===== config.mk =====
export PLATFORM = sky130hd
export DESIGN_NAME = rf_wb_arbiter_flat
export DESIGN_NICKNAME = d
export VERILOG_FILES = /design/src/rtl/rf_wb_arbiter_if.sv /design/src/rtl/rf_wb_arbiter.sv /design/src/flat_wrapper.sv
export SDC_FILE = /design/constraint.sdc
export NUM_CORES = 1
export LEC_CHECK = 0
export ABC_AREA = 1
export BUFFER_PORTS_ARGS = -buffer_cell sky130_fd_sc_hd__buf_4
export CAP_MARGIN = 10
export CORE_ASPECT_RATIO = 1.25
export CORE_MARGIN = 5
export CORE_UTILIZATION = 40
export DETAILED_ROUTE_END_ITERATION = 10
export HOLD_SLACK_MARGIN = 0.12
export PLACE_DENSITY = 0.77
export REMOVE_ABC_BUFFERS = 1
export SLEW_MARGIN = 20
export SYNTH_ARGS = -nofsm -noshare
export SYNTH_HDL_FRONTEND = slang
export SYNTH_SLANG_ARGS = --single-unit

===== constraint.sdc =====
create_clock -name clk -period 3.61 [get_ports clk]
set_input_delay 0.1805 -clock clk [delete_from_list [all_inputs] [get_ports clk]]
set_output_delay 0.1805 -clock clk [all_outputs]
set_load 0.01 [all_outputs]

===== src/rtl/rf_wb_arbiter_if.sv =====
// rf_wb_arbiter_if: writeback requester, RF write port and read-forwarding signals.
interface rf_wb_arbiter_if #(parameter int WORD_SIZE = 16, parameter int ADDR_W = 2, parameter int CNT_W = 8);
  logic alu_valid, alu_ready;
  logic [ADDR_W-1:0] alu_addr;
  logic [WORD_SIZE-1:0] alu_data;
  logic mem_valid, mem_ready;
  logic [ADDR_W-1:0] mem_addr;
  logic [WORD_SIZE-1:0] mem_data;
  logic rf_write;
  logic [ADDR_W-1:0] rf_write_register;
  logic [WORD_SIZE-1:0] rf_write_data;
  logic [ADDR_W-1:0] read_register1, read_register2;
  logic [WORD_SIZE-1:0] rf_read_data1, rf_read_data2;
  logic [WORD_SIZE-1:0] read_data1, read_data2;
  logic [CNT_W-1:0] conflict_cnt;
  modport slave (
    input alu_valid, alu_addr, alu_data, mem_valid, mem_addr, mem_data,
          read_register1, read_register2, rf_read_data1, rf_read_data2,
    output alu_ready, mem_ready, rf_write, rf_write_register, rf_write_data,
           read_data1, read_data2, conflict_cnt
  );
  modport master (
    output alu_valid, alu_addr, alu_data, mem_valid, mem_addr, mem_data,
           read_register1, read_register2, rf_read_data1, rf_read_data2,
    input alu_ready, mem_ready, rf_write, rf_write_register, rf_write_data,
          read_data1, read_data2, conflict_cnt
  );
endinterface


===== src/rtl/rf_wb_arbiter.sv =====
// rf_wb_arbiter: round-robin ALU/load writeback arbiter with staged RF write and read forwarding.
module rf_wb_arbiter (
  input logic clk,
  input logic reset_n,
  rf_wb_arbiter_if.slave b
);
  logic ptr;
  logic both, alu_go, mem_go;
  // ptr high means the load side holds priority for the next conflict
  assign both = b.alu_valid & b.mem_valid;
  assign b.alu_ready = reset_n & ~(b.mem_valid & ptr);
  assign b.mem_ready = reset_n & ~(b.alu_valid & ~ptr);
  assign alu_go = b.alu_valid & b.alu_ready;
  assign mem_go = b.mem_valid & b.mem_ready;
  assign b.read_data1 = (b.rf_write && b.rf_write_register == b.read_register1) ? b.rf_write_data : b.rf_read_data1;
  assign b.read_data2 = (b.rf_write && b.rf_write_register == b.read_register2) ? b.rf_write_data : b.rf_read_data2;
  always_ff @(posedge clk or negedge reset_n) begin
    if (!reset_n) begin
      ptr <= 1'b0;
      b.conflict_cnt <= '0;
      b.rf_write <= 1'b0;
      b.rf_write_register <= '0;
      b.rf_write_data <= '0;
    end else begin
      if (both) ptr <= ~ptr;
      if (both && b.conflict_cnt != '1) b.conflict_cnt <= b.conflict_cnt + 1'b1;
      b.rf_write <= alu_go | mem_go;
      if (alu_go | mem_go) begin
        b.rf_write_register <= alu_go ? b.alu_addr : b.mem_addr;
        b.rf_write_data <= alu_go ? b.alu_data : b.mem_data;
      end
    end
  end
endmodule

===== src/flat_wrapper.sv =====
// flat-port wrapper written by rule: the top's interface ports become plain ports
module rf_wb_arbiter_flat 
  (clk, reset_n, b_alu_valid, b_alu_addr, b_alu_data, b_mem_valid, b_mem_addr, b_mem_data, b_read_register1, b_read_register2, b_rf_read_data1, b_rf_read_data2, b_alu_ready, b_mem_ready, b_rf_write, b_rf_write_register, b_rf_write_data, b_read_data1, b_read_data2, b_conflict_cnt);
  rf_wb_arbiter_if b_i ();
  input logic clk;
  input logic reset_n;
  input wire logic [$bits(b_i.alu_valid)-1:0] b_alu_valid;
  input wire logic [$bits(b_i.alu_addr)-1:0] b_alu_addr;
  input wire logic [$bits(b_i.alu_data)-1:0] b_alu_data;
  input wire logic [$bits(b_i.mem_valid)-1:0] b_mem_valid;
  input wire logic [$bits(b_i.mem_addr)-1:0] b_mem_addr;
  input wire logic [$bits(b_i.mem_data)-1:0] b_mem_data;
  input wire logic [$bits(b_i.read_register1)-1:0] b_read_register1;
  input wire logic [$bits(b_i.read_register2)-1:0] b_read_register2;
  input wire logic [$bits(b_i.rf_read_data1)-1:0] b_rf_read_data1;
  input wire logic [$bits(b_i.rf_read_data2)-1:0] b_rf_read_data2;
  output wire logic [$bits(b_i.alu_ready)-1:0] b_alu_ready;
  output wire logic [$bits(b_i.mem_ready)-1:0] b_mem_ready;
  output wire logic [$bits(b_i.rf_write)-1:0] b_rf_write;
  output wire logic [$bits(b_i.rf_write_register)-1:0] b_rf_write_register;
  output wire logic [$bits(b_i.rf_write_data)-1:0] b_rf_write_data;
  output wire logic [$bits(b_i.read_data1)-1:0] b_read_data1;
  output wire logic [$bits(b_i.read_data2)-1:0] b_read_data2;
  output wire logic [$bits(b_i.conflict_cnt)-1:0] b_conflict_cnt;
  assign b_i.alu_valid = b_alu_valid;
  assign b_i.alu_addr = b_alu_addr;
  assign b_i.alu_data = b_alu_data;
  assign b_i.mem_valid = b_mem_valid;
  assign b_i.mem_addr = b_mem_addr;
  assign b_i.mem_data = b_mem_data;
  assign b_i.read_register1 = b_read_register1;
  assign b_i.read_register2 = b_read_register2;
  assign b_i.rf_read_data1 = b_rf_read_data1;
  assign b_i.rf_read_data2 = b_rf_read_data2;
  assign b_alu_ready = b_i.alu_ready;
  assign b_mem_ready = b_i.mem_ready;
  assign b_rf_write = b_i.rf_write;
  assign b_rf_write_register = b_i.rf_write_register;
  assign b_rf_write_data = b_i.rf_write_data;
  assign b_read_data1 = b_i.read_data1;
  assign b_read_data2 = b_i.read_data2;
  assign b_conflict_cnt = b_i.conflict_cnt;
  rf_wb_arbiter u_core (.clk(clk), .reset_n(reset_n), .b(b_i));
endmodule

==> results_dict.tcl <==
set metrics [dict create \
    run_status "completed" \
    clk_pin_slew_ps 100 \
    rows 29 \
    crit_chain "xnor2_2 -> nand2_2 -> nand2_1 -> nand2_1 -> buf_4" \
    grt.busiest_layer "met2" \
    postPlaceCellArea_um2 3080 \
    rsz0062_at_grt "false" \
    setup_viol 0 \
    wirelength_um 7344 \
    coreArea_um2 5044 \
    crit_top_cell "nand2_1" \
    cp_slowest_cell "xnor2_2" \
    p_total_mw 1.171 \
    final_nets 534 \
    vias 2507 \
    num_antenna_cells 0 \
    syn_avg_cell_area_um2 6.298 \
    drive_above_1_share 0.3333 \
    min_path_type "primary input to flop" \
    dp_hpwl_um 5602 \
    power_density_nw_per_um2 372.2 \
    clk_latency_ps 270 \
    die_h_um 90.35 \
    io_pins 137 \
    cp_slowest_stage_delay_ps 700 \
    start_kind "flop" \
    ant_nets 0 \
    grt_pass1_wl_um 11590 \
    use_met2 0.4105 \
    portBuffers 136 \
    drc 0 \
    die_w_um 74.28 \
    timing.final.crit_share 0.6655 \
    htree_levels 1 \
    grtUsageMet3 0.04232 \
    drt-initial-drc-count 155 \
    first_global_vias 2433 \
    clock_sinks 28 \
    finish.instance_area_um2 3146 \
    slew_violations 0 \
    worst_slack_ps 1208 \
    rrSetupSlack_ps 2060 \
    worstMarginPinSlew_ps 877.7 \
    tns_ps 0 \
    maxSlewHeadroom 0.4120 \
    synth_cells 328 \
    drv_cap 0 \
    clockRootBuffer "clkbuf_8" \
    fmax_ghz 0.4162 \
    drt_pass1_iterations 4 \
    yosysWarnings 0 \
    dieArea_um2 6710 \
    pre_cts_slack_ps 1503 \
    antenna_found_initial 0 \
    power_leakage_nw 1.800 \
    clk_path_buf_depth 2 \
    worstPathRequired_ps 3430 \
    grt_max_degree 37 \
    irDropWorstVdd_uv 314.5 \
    grt_usage 0.2152 \
    clock_skew_ps 1.431 \
    grt_overflow 0 \
    hold_viol_final 0 \
    worstPathMaxFanout 17 \
    cts_tree "built" \
    start_util 0.4096 \
    vias_per_cell 4.840 \
    grtUsageMet1 0.2412 \
    yosysUniqueCellTypes 23 \
    arrival_ps 2220 \
    routabilityCongestion 0.8262 \
    dp_cells 513 \
    yosysSeqAreaShare 0.3392 \
    final_common_cell "buf_4" \
    n_fill_cell 513 \
    mostFrequentLayoutCells "137 x buf_4, 133 x nand2_1, 39 x nand3_1" \
    synth-seq-cells 28 \
    cts_repair_resize_count 0 \
    avgRoutedWirePerCell_um 14.18 \
    criticalPathCategory "flop to primary output" \
    cts_inserted_buffers 3 \
    fin_cells 518 \
    syn_to_final_growth_pct 52.27 \
    synth_area_um2 2066 \
    cp-end-kind "primary output" \
    fin_crit_ps 2402 \
]
logic make-up after synthesis:
logic type / share of synthesized area
AOI/OAI and AO/OA: 0.1005
xor gates and xnor gates: 0.03271
adders and majority gates: 0.006056
buffers and inverters: 0.1005
DFF: 0.3392
and+or+nand+nor: 0.4210
sequential cells by signal (all words and copies together) (netlist names):
name and cells:
u_core.b.conflict_cnt 8, u_core.b.rf_write 1, u_core.b.rf_write_data 16, u_core.b.rf_write_register 2, u_core.ptr 1
critical path, delay by kind of cell (launching register included):
kind	cells	cell delay, ps
XOR/XNOR	1	700
AND/OR/NAND/NOR	3	630
buffers and inverters	1	150
flip-flops	1	460
synth_stat cells:
master	n	area, um^2
nand3_1	39	195.2
nor2_4	2	22.52
inv_2	1	3.750
nand4_1	2	12.51
dfrtp_1	28	700.7
o21ai_0	35	175.2
a21oi_1	2	10.01
nand2_4	1	11.26
nand2_2	2	12.51
ha_1	1	12.51
nand2_1	133	499.2
o21bai_1	1	7.510
o21ai_1	3	15.01
clkbuf_1	3	11.26
xnor2_1	3	26.28
nor2_1	25	93.84
xor2_1	1	8.760
xnor2_2	2	32.53
inv_1	30	112.6
buf_6	4	45.04
buf_2	7	35.03
nor2_2	2	12.51
nand3_2	1	10.01
stage by stage:
step / hold slack, ps / utilization
floorplan: -115.1 / -
global placement: 130.4 / 0.6108
detailed placement: 137.1 / 0.6108
CTS: 163.6 / 0.6237
global route: 168.1 / 0.6237
finish: 166.3 / 0.6237
path summary, 6_finish.rpt:
check / startpoint / end / cells after the start
max: u_core.b.rf_write_register[1] / b_read_data1[6] / 5
min: b_alu_data[13] / u_core.b.rf_write_data[13] / 3
max reg2reg: u_core.ptr / u_core.b.rf_write_register[0] / 5
min reg2reg: u_core.b.conflict_cnt[7] / u_core.b.conflict_cnt[7] / 2
max in group asynchronous: reset_n / u_core.b.conflict_cnt[5] / 2
min in group asynchronous: reset_n / u_core.ptr / 2
where the power goes:
part	switching, mW	internal [mW]	leakage [nW]
registers	0.0785	0.371	0.344
clock network	0.0994	0.0977	0.0288
logic	0.271	0.252	1.43
total	0.449	0.722	1.80
layout make-up:
class | instances | area, um^2 | share of cell area
clock buffers | 4 | 55.05 | 0.01750
inverters | 31 | 116.4 | 0.03699
multi-input cells | 255 | 1157 | 0.3679
flip-flops and latches | 28 | 700.7 | 0.2228
well taps | 62 | 77.57 | 0.02466
repair buffers | 138 | 1039 | 0.3302
per-layer routing:
layer | vias to the layer above | wire [um] | share of wire
met3 | 4 | 601 | 0.082
met1 | 1132 | 2795 | 0.38
met4 | 0 | 48 | 0.0065
met5 | - | 0 | 0
met2 | 86 | 3898 | 0.53
li1 | 1285 | - | -
repair_timing:
action / 4_1_cts / 5_1_grt
endpoints found under the hold margin: 28 / 0
hold buffers: 1 / 0
setup buffers: 0 / 0
Power figures use the tool's default switching activity.
